--- config.mk ---
export PLATFORM = sky130hd
export DESIGN_NAME = murmur_word_feeder
export DESIGN_NICKNAME = d
export VERILOG_FILES = /design/src/rtl/murmur_word_feeder.sv
export SDC_FILE = /design/constraint.sdc
export NUM_CORES = 1
export LEC_CHECK = 0
export BUFFER_PORTS_ARGS = -buffer_cell sky130_fd_sc_hd__buf_2
export CAP_MARGIN = 0
export CORE_MARGIN = 1.5
export CORE_UTILIZATION = 35
export DETAILED_ROUTE_END_ITERATION = 6
export GPL_ROUTABILITY_DRIVEN = 0
export HOLD_SLACK_MARGIN = 0.02
export SLEW_MARGIN = 20
export SYNTH_ARGS = -nofsm -noshare
export SYNTH_HDL_FRONTEND = slang
export SYNTH_SLANG_ARGS = --single-unit
--- constraint.sdc ---
create_clock -name clock -period 9.1 [get_ports clock]
set_clock_uncertainty 0.1 [all_clocks]
set_input_delay 0.455 -clock clock [delete_from_list [all_inputs] [get_ports clock]]
set_output_delay 0.455 -clock clock [all_outputs]
set_load 0.02 [all_outputs]
--- src/rtl/murmur_word_feeder.sv ---
// ============================================================================
// Module   : murmur_word_feeder
// Brief    : Splits a text byte stream into delimiter-separated words. Packs
//            each word (lowercased, zero padded) into a 256-bit word. Drives
//            the hasher for an exact enable window and reports one result
//            per word.
// Revision : 1.0 - initial release
// ============================================================================
`default_nettype none

module murmur_word_feeder #(
  parameter int         MAX_BYTES   = 32,
  parameter logic [7:0] DELIM       = 8'h20,
  parameter int         HASH_CYCLES = 9
) (
  input  logic         clock,
  input  logic         reset,
  input  logic         byte_valid,
  input  logic [7:0]   byte_data,
  input  logic         byte_last,
  output logic         byte_ready,
  output logic         hash_enable,
  output logic [255:0] hash_word,
  input  logic         hash_ready,
  input  logic         hash_is_present,
  output logic         result_valid,
  output logic         result_present,
  output logic [5:0]   result_length,
  output logic         result_overflow,
  output logic         hash_error
);

  localparam int                CYC_W    = $clog2(HASH_CYCLES + 1);
  localparam logic [CYC_W-1:0]  CYC_LAST = CYC_W'(HASH_CYCLES - 1);
  localparam logic [5:0]        CNT_FULL = 6'(MAX_BYTES);

  typedef enum logic [1:0] {
    COLLECT = 2'd0,
    HASH    = 2'd1,
    RESULT  = 2'd2
  } state_t;

  state_t           state_q, state_d;
  logic [255:0]     word_q, word_d;
  logic [5:0]       count_q, count_d;
  logic             ovf_q, ovf_d;
  logic [CYC_W-1:0] cyc_q, cyc_d;
  logic             hash_enable_q, hash_enable_d;
  logic             result_valid_q, result_valid_d;
  logic             result_present_q, result_present_d;
  logic [5:0]       result_length_q, result_length_d;
  logic             result_overflow_q, result_overflow_d;
  logic             hash_error_q, hash_error_d;
  logic [7:0]       folded;

  // Case fold: map A-Z to a-z so that both spellings hash identically.
  always_comb begin
    folded = byte_data;
    if (byte_data >= 8'h41 && byte_data <= 8'h5A) begin
      folded = byte_data | 8'h20;
    end
  end

  // Next-state logic for the word buffer, hash window and result registers.
  always_comb begin
    state_d           = state_q;
    word_d            = word_q;
    count_d           = count_q;
    ovf_d             = ovf_q;
    cyc_d             = cyc_q;
    hash_enable_d     = hash_enable_q;
    result_valid_d    = 1'b0;
    result_present_d  = result_present_q;
    result_length_d   = result_length_q;
    result_overflow_d = result_overflow_q;
    hash_error_d      = 1'b0;

    case (state_q)
      COLLECT: begin
        if (byte_valid) begin
          if (byte_data == DELIM) begin
            // Delimiters with an empty buffer are ignored, so runs of
            // delimiters produce no words.
            if (count_q != 6'd0) begin
              state_d       = HASH;
              hash_enable_d = 1'b1;
              cyc_d         = '0;
            end
          end else begin
            if (count_q < CNT_FULL) begin
              word_d[{count_q[4:0], 3'b000} +: 8] = folded;
              count_d = count_q + 6'd1;
            end else begin
              ovf_d = 1'b1;
            end
            // End of stream closes the word without needing a delimiter.
            if (byte_last && count_d != 6'd0) begin
              state_d       = HASH;
              hash_enable_d = 1'b1;
              cyc_d         = '0;
            end
          end
        end
      end

      HASH: begin
        // The hasher wraps its round index only on an exact window, so the
        // enable must cover exactly HASH_CYCLES edges.
        if (hash_enable_q) begin
          cyc_d = cyc_q + 1'b1;
          if (cyc_q == CYC_LAST) begin
            hash_enable_d = 1'b0;
            state_d       = RESULT;
          end
        end
      end

      RESULT: begin
        result_valid_d    = 1'b1;
        result_present_d  = hash_is_present;
        result_length_d   = count_q;
        result_overflow_d = ovf_q;
        hash_error_d      = !hash_ready;
        word_d            = '0;
        count_d           = 6'd0;
        ovf_d             = 1'b0;
        state_d           = COLLECT;
      end

      default: begin
        state_d = COLLECT;
      end
    endcase
  end

  // State and datapath registers with asynchronous reset.
  always_ff @(posedge clock or posedge reset) begin
    if (reset) begin
      state_q           <= COLLECT;
      word_q            <= '0;
      count_q           <= 6'd0;
      ovf_q             <= 1'b0;
      cyc_q             <= '0;
      hash_enable_q     <= 1'b0;
      result_valid_q    <= 1'b0;
      result_present_q  <= 1'b0;
      result_length_q   <= 6'd0;
      result_overflow_q <= 1'b0;
      hash_error_q      <= 1'b0;
    end else begin
      state_q           <= state_d;
      word_q            <= word_d;
      count_q           <= count_d;
      ovf_q             <= ovf_d;
      cyc_q             <= cyc_d;
      hash_enable_q     <= hash_enable_d;
      result_valid_q    <= result_valid_d;
      result_present_q  <= result_present_d;
      result_length_q   <= result_length_d;
      result_overflow_q <= result_overflow_d;
      hash_error_q      <= hash_error_d;
    end
  end

  assign byte_ready      = (state_q == COLLECT);
  assign hash_enable     = hash_enable_q;
  assign hash_word       = word_q;
  assign result_valid    = result_valid_q;
  assign result_present  = result_present_q;
  assign result_length   = result_length_q;
  assign result_overflow = result_overflow_q;
  assign hash_error      = hash_error_q;

endmodule

`default_nettype wire

==> load_flow_metrics.sql, run 1 <==
INSERT INTO impl_metrics (metric_group, metric, value, unit) VALUES
('outcome', 'outcome', 'finished, violations left', ''),
('yosys', 'synth.avg_cell_area', '12.9', 'um^2'),
('cts', 'clk_root_buffer_cell', 'clkbuf_16', ''),
('yosys', 'syn-cell-area', '11600', 'um^2'),
('global_routing', 'grt_usage', '21.6', '%'),
('critical_path', 'timing.critical_path.fanout_max', '38', ''),
('die', 'top_level_ports', '282', ''),
('yosys', 'yosys_warnings', '0', ''),
('placement', 'place.port_buffers', '281', ''),
('die', 'num_rows', '66', ''),
('yosys', 'synth_seq_area_share', '60.6', '%'),
('finish', 'num_antenna_cells', '0', ''),
('global_routing', 'grt_overflow', '0', ''),
('sta', 'hold_slack', '-0.0376', 'ns'),
('yosys', 'synth_edf_count', '0', ''),
('critical_path', 'timing.rr.start', 'count_q[0]', ''),
('sta', 'rsz0062_at_grt', 'no', ''),
('global_routing', 'grt_max_degree', '146', ''),
('pwr', 'cellLeakagePower', '7.30', 'nW'),
('route', 'initialDrtViolationCount', '594', ''),
('cts', 'cts_tree', 'built', ''),
('critical_path', 'r2r-end', 'hash_word[189]', ''),
('route', 'detailroute.via_count', '8951', ''),
('route', 'wl_per_cell', '22.7', 'um'),
('sta', 'slew_headroom', '31.9', '%'),
('global_routing', 'grt_antenna_before_repair', '1', ''),
('sta', 'maxSlewViolCount', '0', ''),
('worst_hold_path', 'holdCritPathClass', 'input port to async pin', ''),
('finish', 'layout.cells.most_common', 'buf_2', ''),
('critical_path', 'cp_data_required_time', '9.48', 'ns'),
('critical_path', 'timing.critical_path.from_type', 'register', ''),
('route', 'viasPerCell', '5.50', ''),
('critical_path', 'regToRegSetupSlack', '5.72', 'ns'),
('die', 'die_footprint', '34200', 'um^2'),
('sta', 'final_period_minus_worst_setup_slack', '3.38', 'ns'),
('die', 'die_x', '185', 'um'),
('critical_path', 'kind_of_end_point_of_the_critical_path', 'register', ''),
('finish', 'synthToLayoutAreaGrowth', '24.5', '%'),
('sta', 'tightest_slew', '1.02', 'ns'),
('cts', 'post_cts_resize_count', '0', ''),
('cts', 'cts.reportedPaths.clkPinSlew', '0.06', 'ns'),
('sta', 'hold_viol', '10', ''),
('flow_run', 'timing.max_cap.violations', '0', ''),
('placement', 'dpl.cell_count', '1572', ''),
('critical_path', 'worstSetupPathType', 'register to register', ''),
('finish', 'final_cells', '1626', ''),
('finish', 'final_layout_size_suffix_gt1_share', '32.9', '%'),
('die', 'initial_utilization', '35.6', '%'),
('sta', 'setup_total_neg_slack', '0', 'ns'),
('route', 'final_antenna_net_count', '0', ''),
('critical_path', 'critical_path.startpoint', 'count_q[0]', ''),
('sta', 'timing.final.crit_share', '37.1', '%'),
('yosys', 'number_of_register_bits_inferred_by_synthesis', '280', ''),
('route', 'detailedRoute.firstPassIterationCount', '4', ''),
('placement', 'detailed_place_hpwl', '25700', 'um'),
('cts', 'cts-root-to-sink-buffers', '3', ''),
('finish', 'layout_common_cells', 'buf_2 (281), dfrtp_1 (280), a22o_1 (169), o2bb2ai_1 (61), nor2_1 (50)', ''),
('outcome', 'violations', 'negative hold slack', ''),
('yosys', 'netlist-cell-type-count', '66', ''),
('critical_path', 'ff2ff_path_depth', '8', ''),
('yosys', 'postSynth.topFlopCell', 'dfrtp_1', ''),
('pwr', 'ir_worst_vdd', '0.162', 'mV'),
('die', 'core', '32500', 'um^2'),
('yosys', 'post_synth_inst_count', '899', ''),
('cts', 'tritoncts_num_sinks', '280', ''),
('sta', 'report.final.setup_viol', '0', ''),
('cts', 'worstSkewPairLatency', '0.56', 'ns'),
('critical_path', 'cp.arrival', '3.76', 'ns'),
('finish', 'final_util', '44.3', '%'),
('global_routing', 'grt_pass1_wl', '56400', 'um'),
('pwr', 'power.density', '307', 'nW/um^2'),
('yosys', 'synthesis.nets', '920', ''),
('cts', 'cts_buffers', '30', ''),
('yosys', 'async_reset_ff_share', '100', '%'),
('route', 'detail_route.drc_violations', '0', ''),
('global_routing', 'first_global_vias', '9006', ''),
('sta', 'maxClockFrequency', '296', 'MHz'),
('route', 'route.final.wire_length', '37000', 'um'),
('finish', 'fin_nets', '1185', ''),
('cts', 'cts_htree_levels', '1', ''),
('die', 'die_y', '185', 'um');
-- critical path: stages (launching register included) --
cell,delay (ns)
dfrtp_1,0.36
buf_4,0.26
inv_1,0.18
ha_1,0.45
nor3b_1,0.25
o21ai_0,0.23
a21oi_2,0.62
nor2b_1,0.60
a32o_1,0.25
-- layout make-up --
class | instances | area [um^2]
clock buffer | 37 | 828
clock inverter | 15 | 205
fill | 3107 | 18100
inverter | 12 | 52.6
multi-input combinational | 549 | 4260
sequential | 280 | 7010
tap | 442 | 553
timing repair buffer | 291 | 1500
-- stage by stage --
stage	setup slack [ns]	instance area, um^2	hold WS, ns	power, mW
floorplan	0.823	11600	0.362	2.65
global placement	5.39	13400	0.356	3.14
detailed placement	5.44	13400	0.363	3.17
CTS	5.73	14400	0.0645	4.45
global route	5.43	14400	0.0809	4.64
finish	5.72	14400	-0.0376	4.42
-- registers in the layout, summed over array words and instances (netlist names) --
| signal | cells |
|---|---|
| hash_enable | 1 |
| hash_error | 1 |
| result_present | 1 |
| state_q | 2 |
| result_length | 6 |
| ovf_q | 1 |
| hash_word | 256 |
| cyc_q | 4 |
| count_q | 6 |
| result_overflow | 1 |
| result_valid | 1 |
-- power breakdown --
part | internal [mW] | total [mW] | leakage [nW] | switching, mW
logic | 0.475 | 1.47 | 2.93 | 0.996
clock network | 0.762 | 1.28 | 0.504 | 0.514
registers | 1.47 | 1.68 | 3.86 | 0.204
-- synth_stat cells, drive strengths merged, types with 13 or more instances --
| master | n | area share (%) |
|---|---|---|
| a21oi | 25 | 1.7 |
| nand3 | 18 | 0.78 |
| clkbuf | 32 | 1.0 |
| nand2 | 47 | 1.5 |
| dfrtp | 280 | 61 |
| a22o | 169 | 13 |
| o2bb2ai | 61 | 4.6 |
| a31oi | 19 | 2.5 |
| o21ai | 13 | 0.56 |
| nor2 | 54 | 1.8 |
| a32o | 18 | 1.6 |
| buf | 26 | 1.3 |
-- layer usage --
metal  routed length, um  share of wire (%)  GRT usage, %
met1               16600                 45          30.6
met3                2530                6.8          4.36
met5                  11              0.030             0
met2               17100                 46          33.8
met4                 760                2.1          5.50
-- cells by family after synthesis --
kind of cell	share of synthesized area, %
muxes	0.260
adders and majority gates	0.757
AOI/OAI and AO/OA	25.7
buffers and inverters	2.72
DFF	60.6
and+or+nand+nor	9.48
xor gates and xnor gates	0.519
-- timing repair --
item	CTS	global route
hold buffers	2	0
hold endpoints to repair	2	0
buffers inserted	0	0
-- how the worst max path moves through the flow --
stage / slack, ns / endpoint
6_report: 5.72 / hash_word[189]
3_5_place_dp: 5.44 / hash_word[126]
3_3_place_gp: 5.39 / hash_word[120]
5_1_grt: 5.43 / hash_word[157]
4_1_cts: 5.73 / hash_word[189]
2_1_floorplan: 0.82 / count_q[0]
Note: power is estimated with default switching activity, not from simulation.
==> run 2: changes to the inputs <==
Settings changed: ABC_AREA set to 1.
Clock period 9.1 ns to 3.15 ns, I/O delays scaled along.
==> run 2 against run 1 <==
The run now ends clean; total power is 73% higher; flip-flop and latch count stayed put; hold slack better by 0.12 ns; critical path depth is 2 higher; design area is 7.5% higher; first-iteration DRC count is 27% higher; setup slack worse by 5.5 ns; clock power grew to 3.0 times the previous value; critical path type unchanged; largest power group is now clock; highest routed layer is now met4.
==> load_flow_metrics.sql, run 2 <==
INSERT INTO impl_metrics (metric_group, metric, value, unit) VALUES
('outcome', 'outcome', 'finished, final reports clean', ''),
('global_routing', 'grt_usage', '22.5', '%'),
('route', 'final_antenna_net_count', '0', ''),
('finish', 'fin_nets', '1833', ''),
('cts', 'clk_root_buffer_cell', 'clkbuf_16', ''),
('cts', 'worstSkewPairLatency', '0.56', 'ns'),
('pwr', 'power.density', '493', 'nW/um^2'),
('critical_path', 'crit_family', 'simple AND/OR/NAND/NOR gates', ''),
('sta', 'maxSlewViolCount', '0', ''),
('cts', 'cts_htree_levels', '1', ''),
('critical_path', 'cp_cell_sequence', 'inv_1, ha_2, nand3_2, inv_2, nand2_4, nand2_4, nand3_2, inv_2, nand3_1, o21ai_0', ''),
('yosys', 'netlist_top_cells_area', 'dfrtp_1 (57%), nand2_1 (25%), nand3_1 (1.9%), nor2_1 (1.8%), o21ai_0 (1.8%)', ''),
('critical_path', 'timing.critical_path.from_type', 'register', ''),
('pwr', 'p_sw', '1.59', 'mW'),
('pwr', 'combinationalPowerShare', '2.1', '%'),
('die', 'die_footprint', '36000', 'um^2'),
('route', 'detailedRoute.firstPassIterationCount', '6', ''),
('critical_path', 'timing.critical_path.fanout_max', '18', ''),
('finish', 'final_util', '45.0', '%'),
('finish', 'synthToLayoutAreaGrowth', '26.9', '%'),
('finish', 'final_layout_size_suffix_gt1_share', '23.0', '%'),
('cts', 'cts.reportedPaths.clkPinSlew', '0.06', 'ns'),
('yosys', 'post_synth_xor_area_fraction', '0.369', '%'),
('yosys', 'post_synth_inst_count', '1497', ''),
('sta', 'tightest_slew', '1.05', 'ns'),
('yosys', 'synthesis.nets', '1518', ''),
('route', 'wl_per_cell', '17.9', 'um'),
('critical_path', 'cp.arrival', '3.29', 'ns'),
('yosys', 'syn-cell-area', '12200', 'um^2'),
('critical_path', 'cp_data_required_time', '3.50', 'ns'),
('yosys', 'number_of_register_bits_inferred_by_synthesis', '280', ''),
('worst_hold_path', 'holdCritPathClass', 'input port to register', ''),
('yosys', 'largest_area_contributor_in_the_synthesized_netlist', 'dfrtp_1', ''),
('route', 'detail_route.drc_violations', '0', ''),
('finish', 'largest_reg_flops', '256', ''),
('pwr', 'cellInternalPower', '6.05', 'mW'),
('route', 'route.final.wire_length', '41000', 'um'),
('finish', 'layout.cells.most_common', 'nand2_1', ''),
('flow_run', 'timing.max_cap.violations', '0', ''),
('yosys', 'synthAdderAreaFrac', '0.717', '%'),
('finish', 'final.fill_count', '3492', ''),
('yosys', 'synth_top_family_by_area', 'simple AND/OR/NAND/NOR gates', ''),
('yosys', 'synth_compound_area_share', '2.92', '%'),
('cts', 'tritoncts_num_sinks', '280', ''),
('route', 'initialDrtViolationCount', '757', ''),
('cts', 'cts_buffers', '30', ''),
('pwr', 'ir_worst_vdd', '0.402', 'mV'),
('yosys', 'async_reset_ff_share', '100', '%'),
('global_routing', 'grt_max_degree', '69', ''),
('die', 'top_level_ports', '282', ''),
('critical_path', 'timing.critical_path.slowest_cell_delay', '0.45', 'ns'),
('yosys', 'synth_seq_area_share', '57.4', '%'),
('yosys', 'synthSimpleGateAreaFrac', '35.1', '%'),
('route', 'detailroute.via_count', '10999', ''),
('yosys', 'muxShareOfSynthArea', '0', '%'),
('route', 'viasPerCell', '4.81', ''),
('sta', 'hold_viol', '0', ''),
('die', 'initial_utilization', '35.4', '%'),
('cts', 'cts_tree', 'built', ''),
('global_routing', 'first_global_vias', '10699', ''),
('yosys', 'synth_edf_count', '0', ''),
('pwr', 'sequentialPowerShare', '47.1', '%'),
('pwr', 'cellLeakagePower', '8.99', 'nW'),
('die', 'num_rows', '68', ''),
('critical_path', 'kind_of_end_point_of_the_critical_path', 'register', ''),
('sta', 'report.final.setup_viol', '0', ''),
('yosys', 'post-synth-top-area-fraction', '57.4', '%'),
('pwr', 'pwr-share-clk', '50.7', '%'),
('die', 'die_x', '190', 'um'),
('critical_path', 'timing.critical_path.buf_inv', '3', ''),
('placement', 'detailed_place_hpwl', '29400', 'um'),
('critical_path', 'crit_path_top_delay_cell', 'dfrtp_1', ''),
('die', 'die_y', '190', 'um'),
('critical_path', 'worstSetupPathType', 'register to register', ''),
('global_routing', 'grt_pass1_wl', '62600', 'um'),
('finish', 'layout_common_cells', 'nand2_1 (822), buf_2 (281), dfrtp_1 (280), nor2_1 (57), inv_1 (53)', ''),
('yosys', 'netlist-cell-type-count', '37', ''),
('pwr', 'swShare', '20.8', '%'),
('sta', 'setup_total_neg_slack', '0', 'ns'),
('sta', 'final_period_minus_worst_setup_slack', '2.94', 'ns'),
('sta', 'maxClockFrequency', '340', 'MHz'),
('placement', 'place.port_buffers', '281', ''),
('cts', 'cts-root-to-sink-buffers', '3', ''),
('global_routing', 'grt_antenna_before_repair', '1', ''),
('sta', 'rsz0062_at_grt', 'no', ''),
('yosys', 'yosys_warnings', '0', ''),
('yosys', 'yosysMostFrequentCell', 'nand2_1', ''),
('die', 'core', '34500', 'um^2'),
('yosys', 'ranking_of_synthesized_cells_by_instance_count', 'nand2_1 (822), dfrtp_1 (280), nor2_1 (60), inv_1 (54), nand3_1 (46)', ''),
('yosys', 'synth.avg_cell_area', '8.16', 'um^2'),
('yosys', 'postSynth.topFlopCell', 'dfrtp_1', ''),
('sta', 'slew_headroom', '29.6', '%'),
('global_routing', 'grt_overflow', '0', ''),
('sta', 'timing.final.crit_share', '93.3', '%');
==> run 2: per-layer routing <==
| layer | global-route usage [%] | vias to the layer above | share of wire, % | wire length [um] |
|---|---|---|---|---|
| li1 | - | 5315 | - | - |
| met1 | 30.6 | 5227 | 44 | 18200 |
| met2 | 37.1 | 395 | 47 | 19200 |
| met3 | 3.80 | 62 | 6.4 | 2620 |
| met4 | 6.11 | 0 | 2.3 | 943 |
| met5 | 0 | - | 0 | 0 |
==> run 2: power by group through the flow <==
stage / logic [mW] / registers, mW / clock network [mW]
after floorplan: 0.0809 / 3.67 / 0
after global placement: 0.152 / 3.67 / 0
after detailed placement: 0.155 / 3.67 / 0
after CTS: 0.167 / 3.60 / 3.95
after global routing: 0.181 / 3.60 / 4.10
final: 0.162 / 3.60 / 3.88
==> run 2: cells by family after synthesis <==
| group | after synthesis |
|---|---|
| compound gates | 67 |
| simple gates | 1038 |
| xor+xnor | 3 |
| buf+inv | 102 |
| fa+ha+maj | 7 |
| flops | 280 |
==> run 2: worst reg2reg max path, stage by stage (launching register included) <==
cell and delay [ns]:
dfrtp_1 0.45, inv_1 0.21, ha_2 0.29, nand3_2 0.12, inv_2 0.10, nand2_4 0.07, nand2_4 0.32, nand3_2 0.23
inv_2 0.27, nand3_1 0.34, o21ai_0 0.34
==> run 2: path summary, 6_finish.rpt <==
| kind | startpoint | endpoint | slack (ns) | cells past startpoint |
|---|---|---|---|---|
| max | count_q[1] | hash_word[200] | 0.21 | 10 |
| min | byte_last | state_q[1] | 0.08 | 6 |
| max reg2reg | count_q[1] | hash_word[200] | 0.21 | 10 |
| min reg2reg | hash_word[231] | hash_word[231] | 0.36 | 2 |
| max in group asynchronous | reset | hash_word[230] | 1.85 | 4 |
| min in group asynchronous | reset | hash_word[167] | 0.25 | 3 |
==> run 2: layout make-up <==
| class | instances | area (um^2) | share of cell area [%] |
|---|---|---|---|
| inverter | 66 | 259 | 1.67 |
| antenna | 2 | 5.00 | 0.0323 |
| timing repair buffer | 319 | 1760 | 11.3 |
| clock inverter | 9 | 174 | 1.12 |
| clock buffer | 43 | 921 | 5.95 |
| tap | 455 | 569 | 3.68 |
| multi-input combinational | 1115 | 4800 | 31.0 |
| sequential | 280 | 7010 | 45.2 |
==> run 2: stage by stage <==
step | power [mW] | instances | hold WS [ns] | cell area (um^2) | worst slack (ns)
6_report | 7.64 | 2289 | 0.0829 | 15500 | 0.211
3_3_place_gp | 3.82 | 2222 | 0.210 | 14200 | 0.234
4_1_cts | 7.72 | 2285 | 0.0705 | 15400 | 0.102
2_1_floorplan | 3.75 | 1497 | 0.124 | 12200 | -0.815
5_1_grt | 7.88 | 2287 | 0.107 | 15500 | 0.0479
3_5_place_dp | 3.82 | 2222 | 0.213 | 14200 | 0.134
==> run 2: timing repair <==
| item | CTS | global route |
|---|---|---|
| buffers inserted | 0 | 2 |
| gates resized for setup | 0 | 7 |
| endpoints found under the setup margin | 0 | 83 |
| endpoints found under the hold margin | 75 | 0 |
| hold buffers | 11 | 0 |
